===== src/rtl/led_zone_mean.sv =====
// rtl/led_zone_mean.sv - per-zone RGB frame accumulator with serial mean divider
module led_zone_mean #(
    parameter int H_ACT = 1920,
    parameter int V_ACT = 1080
) (
    input  logic       clk,
    input  logic       rst,
    input  logic       pix_vld,
    input  logic       pix_sof,
    input  logic       pix_eol,
    input  logic [7:0] pix_r,
    input  logic [7:0] pix_g,
    input  logic [7:0] pix_b,
    output logic [3:0] mean_r [8],
    output logic [3:0] mean_g [8],
    output logic [3:0] mean_b [8],
    output logic       mean_vld,
    output logic       frm_err,
    output logic       ovf_err
);

    localparam int ZONE_W = H_ACT / 8;
    localparam int N      = ZONE_W * V_ACT;
    localparam int ACC_W  = 8 + $clog2(N + 1);
    localparam int COL_W  = $clog2(H_ACT + 1);
    localparam int LINE_W = $clog2(V_ACT + 1);
    localparam int SUB_W  = $clog2(ZONE_W + 1);
    localparam int NJOB   = 24;

    localparam logic [0:0] S_WAIT_SOF = 1'b0;
    localparam logic [0:0] S_ACC      = 1'b1;

    localparam logic [1:0] D_IDLE = 2'd0;
    localparam logic [1:0] D_DIV  = 2'd1;
    localparam logic [1:0] D_DONE = 2'd2;

    logic [0:0]        acc_st;
    logic [COL_W-1:0]  col;
    logic [SUB_W-1:0]  sub;
    logic [2:0]        zone;
    logic [LINE_W-1:0] line;
    logic [ACC_W-1:0]  sum     [NJOB];
    logic [ACC_W-1:0]  nxt_sum [NJOB];

    logic [1:0]        div_st;
    logic [4:0]        job;
    logic [3:0]        step;
    logic [ACC_W-1:0]  rem;
    logic [7:0]        quo;
    logic [ACC_W-1:0]  shadow  [NJOB];
    logic [3:0]        hold    [NJOB];

    logic              start;
    logic              active;
    logic              in_pic;
    logic              frame_end;
    logic [COL_W-1:0]  col_b;
    logic [SUB_W-1:0]  sub_b;
    logic [2:0]        zone_b;
    logic [LINE_W-1:0] line_b;

    // A sof beat sees a freshly cleared frame, so all "_b" values start from zero.
    always_comb begin
        start     = pix_vld && pix_sof;
        active    = pix_vld && (pix_sof || acc_st == S_ACC);
        col_b     = start ? '0 : col;
        sub_b     = start ? '0 : sub;
        zone_b    = start ? '0 : zone;
        line_b    = start ? '0 : line;
        in_pic    = col_b < COL_W'(H_ACT);
        frame_end = active && pix_eol && (line_b == LINE_W'(V_ACT - 1));
        for (int i = 0; i < NJOB; i++) begin
            nxt_sum[i] = start ? '0 : sum[i];
            if (active && in_pic && zone_b == 3'(i / 3)) begin
                if (i % 3 == 0)
                    nxt_sum[i] = nxt_sum[i] + ACC_W'(pix_r);
                else if (i % 3 == 1)
                    nxt_sum[i] = nxt_sum[i] + ACC_W'(pix_g);
                else
                    nxt_sum[i] = nxt_sum[i] + ACC_W'(pix_b);
            end
        end
    end

    always_ff @(posedge clk) begin
        if (rst) begin
            acc_st  <= S_WAIT_SOF;
            col     <= '0;
            sub     <= '0;
            zone    <= '0;
            line    <= '0;
            frm_err <= 1'b0;
            ovf_err <= 1'b0;
            for (int i = 0; i < NJOB; i++) sum[i] <= '0;
        end else begin
            frm_err <= pix_vld && pix_sof && (acc_st == S_ACC);
            ovf_err <= frame_end && (div_st != D_IDLE);
            if (active) begin
                for (int i = 0; i < NJOB; i++) sum[i] <= nxt_sum[i];
                acc_st <= frame_end ? S_WAIT_SOF : S_ACC;
                col    <= col_b;
                sub    <= sub_b;
                zone   <= zone_b;
                line   <= line_b;
                if (pix_eol) begin
                    col  <= '0;
                    sub  <= '0;
                    zone <= '0;
                    line <= line_b + LINE_W'(1);
                end else if (in_pic) begin
                    // Zone advances via a wrapping sub-counter instead of col/ZONE_W.
                    col <= col_b + COL_W'(1);
                    if (sub_b == SUB_W'(ZONE_W - 1)) begin
                        sub  <= '0;
                        zone <= zone_b + 3'd1;
                    end else begin
                        sub <= sub_b + SUB_W'(1);
                    end
                end
            end
        end
    end

    logic [3:0]       k;
    logic [ACC_W-1:0] dsr;
    logic [ACC_W-1:0] rem_n;
    logic [7:0]       quo_n;

    // One restoring-division bit per cycle: step 1..8 resolves quotient bit 7..0.
    always_comb begin
        k     = 4'd8 - step;
        dsr   = ACC_W'(N) << k;
        rem_n = rem;
        quo_n = quo;
        if (rem >= dsr) begin
            rem_n = rem - dsr;
            quo_n = quo | (8'd1 << k);
        end
    end

    always_ff @(posedge clk) begin
        if (rst) begin
            div_st   <= D_IDLE;
            job      <= '0;
            step     <= '0;
            rem      <= '0;
            quo      <= '0;
            mean_vld <= 1'b0;
            for (int i = 0; i < NJOB; i++) begin
                shadow[i] <= '0;
                hold[i]   <= '0;
            end
            for (int z = 0; z < 8; z++) begin
                mean_r[z] <= '0;
                mean_g[z] <= '0;
                mean_b[z] <= '0;
            end
        end else begin
            mean_vld <= 1'b0;
            case (div_st)
                D_IDLE: begin
                    if (frame_end) begin
                        for (int i = 0; i < NJOB; i++) shadow[i] <= nxt_sum[i];
                        div_st <= D_DIV;
                        job    <= '0;
                        step   <= '0;
                    end
                end
                D_DIV: begin
                    if (step == 4'd0) begin
                        rem  <= shadow[job];
                        quo  <= '0;
                        step <= 4'd1;
                    end else begin
                        rem <= rem_n;
                        quo <= quo_n;
                        if (step == 4'd8) begin
                            hold[job] <= quo_n[7:4];
                            step      <= 4'd0;
                            if (job == 5'(NJOB - 1))
                                div_st <= D_DONE;
                            else
                                job <= job + 5'd1;
                        end else begin
                            step <= step + 4'd1;
                        end
                    end
                end
                D_DONE: begin
                    for (int z = 0; z < 8; z++) begin
                        mean_r[z] <= hold[3*z];
                        mean_g[z] <= hold[3*z+1];
                        mean_b[z] <= hold[3*z+2];
                    end
                    mean_vld <= 1'b1;
                    div_st   <= D_IDLE;
                end
                default: div_st <= D_IDLE;
            endcase
        end
    end

endmodule


===== config.mk =====
export PLATFORM = sky130hd
export DESIGN_NAME = led_zone_mean
export DESIGN_NICKNAME = d
export VERILOG_FILES = /design/src/rtl/led_zone_mean.sv
export SDC_FILE = /design/constraint.sdc
export NUM_CORES = 2
export LEC_CHECK = 0
export CORE_MARGIN = 10
export CORE_UTILIZATION = 30
export DETAILED_ROUTE_END_ITERATION = 16
export DONT_BUFFER_PORTS = 1
export PLACE_DENSITY = 0.54
export SLEW_MARGIN = 20
export SYNTH_ARGS = -nofsm -noshare
export SYNTH_HDL_FRONTEND = slang
export SYNTH_SLANG_ARGS = --single-unit

===== constraint.sdc =====
create_clock -name clk -period 35.6 [get_ports clk]
set_clock_uncertainty 0.15 [all_clocks]
set_input_delay 7.12 -clock clk [delete_from_list [all_inputs] [get_ports clk]]
set_output_delay 7.12 -clock clk [all_outputs]
set_load 0.02 [all_outputs]

==> results.cfg <==
[status]
outcome = complete, no violations

[timing]
slew_violations = 0
finalCritPeriodShare = 0.317
worst_slack_ns = 24.33
rsz0062_at_grt = no
setup_tns_ns = 0
period_minus_slack_ns = 11.27
fmax_ghz = 0.0887
relSlewSlack = 0.193
tightest_slew_ns = 1.21
setup_viol = 0
hold_viol_final = 0

[place]
dp_hpwl_mm = 133
portBuffers = 0
dpl_worst_slack_ns = 23.66
gp_congestion = 0.815

[power]
power_density_nw_per_um2 = 47.3
p_comb_frac = 0.080
seqPwrFrac = 0.489
vdd_drop_max_uv = 45.6
finalPower_mw = 3.78
p_sw_frac = 0.248
clock_power_share = 0.430
p_sw_mw = 0.940
internal_power_mw = 2.85
leakagePower_nw = 27.1

[worst_setup_path]
worstPathArrival_ns = 11.76
r2r_slack_ns = 30.25
critical_path_class = in -> reg
r2r-start = step[0]
path_max_fanout = 100
crit_path_start_kind = primary input
rr_worst_depth = 16
cp_data_required_time_ns = 36.08
cp-end-kind = flip-flop
r2r_end = hold[6][2]

[synthesis]
synth-seq-cells = 1348
ys_top_cells_by_area = edfxtp_1 49%, nor2_1 7.2%, dfxtp_1 4.8%
yosysTopAreaCellShare = 0.494
syn_nets = 7065
avgSynthCellArea_um2 = 10.5
yosysSeqAreaShare = 0.542
synth_edf_count = 1176
synth-main-ff-cell = edfxtp_1
yosysTopAreaCell = edfxtp_1
yosysUniqueCellTypes = 86
synth_async_sr_flop_share = 0
ys_warn_count = 0
syn_area_um2 = 71500
synth_cells = 6780

[floorplanning]
initial_utilization = 0.301
io_pins = 128
die_y_um = 508
core_area_um2 = 237000
dieArea_um2 = 258000
num_rows = 179
die_w_um = 508

[drt]
drc = 0
drtPass1Iterations = 5
final_antenna_net_count = 0
wire_per_inst_um = 20.4
wirelength_mm = 203
drtIter0Drc = 4744
vias_per_cell = 5.08
vias = 50600

[min_path]
hold_path.startpoint = sub[0]
min_to = sub[0]
hp-class = reg -> reg
hold_depth = 2

[cells_and_area]
fillers = 23900
nNetsFinal = 6942
regArea_um2 = 38800
post-route-util = 0.337
multi_input_area_um2 = 30900
area_delta_synth_final_pct = 11.9
final_layout_size_suffix_gt1_frac = 0.0737

[cts]
clockBufferDepth = 3
clk_pin_slew_ns = 0.06
numCtsBuffers = 155
cts_tree = done
post_cts_buffers = 0
cts-resized-gates = 0
clock-root-buffer = clkbuf_16
ctsHoldBuffers = 0
insertion_delay_ns = 0.83
htreeDepth = 4
cts_num_sinks = 1348

[grt]
grt_use_total = 0.153
grt_pass1_wl_mm = 308
grt_max_degree = 247
antenna_found_initial = 3
first_global_vias = 48600
grt-ovfl-total = 0

[job]
cap_viol_max_count = 0
[synth_stat cells, types with 162 or more instances]
library cell	instances
a21oi_1	382
and2_1	205
clkbuf_1	271
dfxtp_1	172
edfxtp_1	1176
ha_1	232
nand2_1	678
nand3_1	162
nor2_1	1372
nor3_1	186
xnor2_1	297
xor2_1	237
[logic make-up (layout without fill, tap and decap cells)]
kind of cell	count (synthesis)	in the layout	share of synthesized area
simple gates	3106	3106	0.197
fa+ha+maj	256	256	0.0473
compound gates	842	842	0.0730
other cells	0	3	0
xor+xnor	534	534	0.0654
flops	1348	1348	0.542
mux	188	188	0.0462
buf+inv	506	512	0.0285
[power groups by stage]
| stage | sequential [mW] | combinational (mW) | clock (mW) |
|---|---|---|---|
| final | 1.85 | 0.304 | 1.63 |
| after CTS | 1.85 | 0.305 | 1.66 |
| after floorplan | 1.91 | 0.228 | 0 |
| after global routing | 1.86 | 0.339 | 1.73 |
| after global placement | 1.88 | 0.298 | 0 |
| after detailed placement | 1.88 | 0.303 | 0 |
[registers in the layout, summed over array words and instances, names as in the netlist, 2 cells and up, named ones only]
register  flops
line         11
shadow      456
mean_b       32
step          4
sum         624
mean_r       32
job           5
div_st        2
sub           8
col          11
rem          19
quo           4
mean_g       32
zone          3
hold         96
[critical path: stages]
cell and delay [ns]:
nand2_8 0.28, buf_4 0.51, buf_12 0.50, and2_1 0.23
ha_1 0.17, inv_1 0.05, fa_1 0.38, nor2b_1 0.16
o21ai_0 0.14, a21boi_0 0.28, o21ai_0 0.18, a211oi_2 0.91
nand2_1 0.15, or3_1 0.34, a21oi_1 0.20
[per-stage QoR]
| step | cells | instance area [um^2] | hold slack, ns |
|---|---|---|---|
| 2_1_floorplan | 6780 | 71500 | 0.267 |
| 3_3_place_gp | 9667 | 74800 | 0.285 |
| 3_5_place_dp | 9667 | 74800 | 0.289 |
| 4_1_cts | 9953 | 80000 | 0.305 |
| 5_1_grt | 9954 | 80000 | 0.319 |
| 6_report | 9956 | 80000 | 0.301 |
[worst max path at each step]
stage / from / slack, ns / endpoint / depth (start not counted)
2_1_floorplan: pix_vld / 8.23 / col[3] / 8
3_3_place_gp: pix_sof / 23.72 / shadow[22][16] / 15
3_5_place_dp: pix_sof / 23.66 / sum[2][172] / 15
4_1_cts: pix_sof / 24.52 / shadow[16][21] / 14
5_1_grt: pix_sof / 24.04 / shadow[16][21] / 14
6_report: pix_sof / 24.33 / shadow[22][16] / 15
[per-layer routing]
layer / global-route usage / up-vias / routed length (um)
li1: - / 23800 / -
met1: 0.218 / 25000 / 94000
met2: 0.235 / 1576 / 89900
met3: 0.0325 / 240 / 14800
met4: 0.0385 / 0 / 4770
met5: 0 / - / 0
[final cells by class]
cell class,count,share of cell area
Clock inverter,99,0.0138
Tap cell,3167,0.0495
Sequential cell,1348,0.485
Clock buffer,187,0.0508
Inverter,146,0.00694
Multi-Input combinational cell,4926,0.386
Timing Repair Buffer,80,0.00860
Antenna cell,3,0.0000938
[cells in the final DEF, fill, tap and decap left out, types with 25 or more instances in the layout]
cell,netlist,layout
nor3b_1,25,25
nor2b_1,85,84
and3_1,102,102
nand2_1,678,676
o21ai_0,151,151
mux2i_1,70,70
or3_1,33,33
and4_1,35,35
edfxtp_1,1176,1176
xnor2_1,297,297
nor2_1,1372,1372
clkbuf_1,271,27
clkinv_1,1,32
ha_1,232,232
xor2_1,237,237
buf_4,11,73
mux4_2,113,113
a21boi_0,26,26
nor3_1,186,184
nand2b_1,38,34
nand3_1,162,158
clkbuf_16,0,156
a21o_1,50,50
nor4_1,47,47
dfxtp_1,172,169
inv_1,144,143
a21oi_1,382,382
and2_1,205,205
nand4_1,84,84
o21a_1,28,28
clkinv_2,0,27
(Power assumes the default switching activity.)
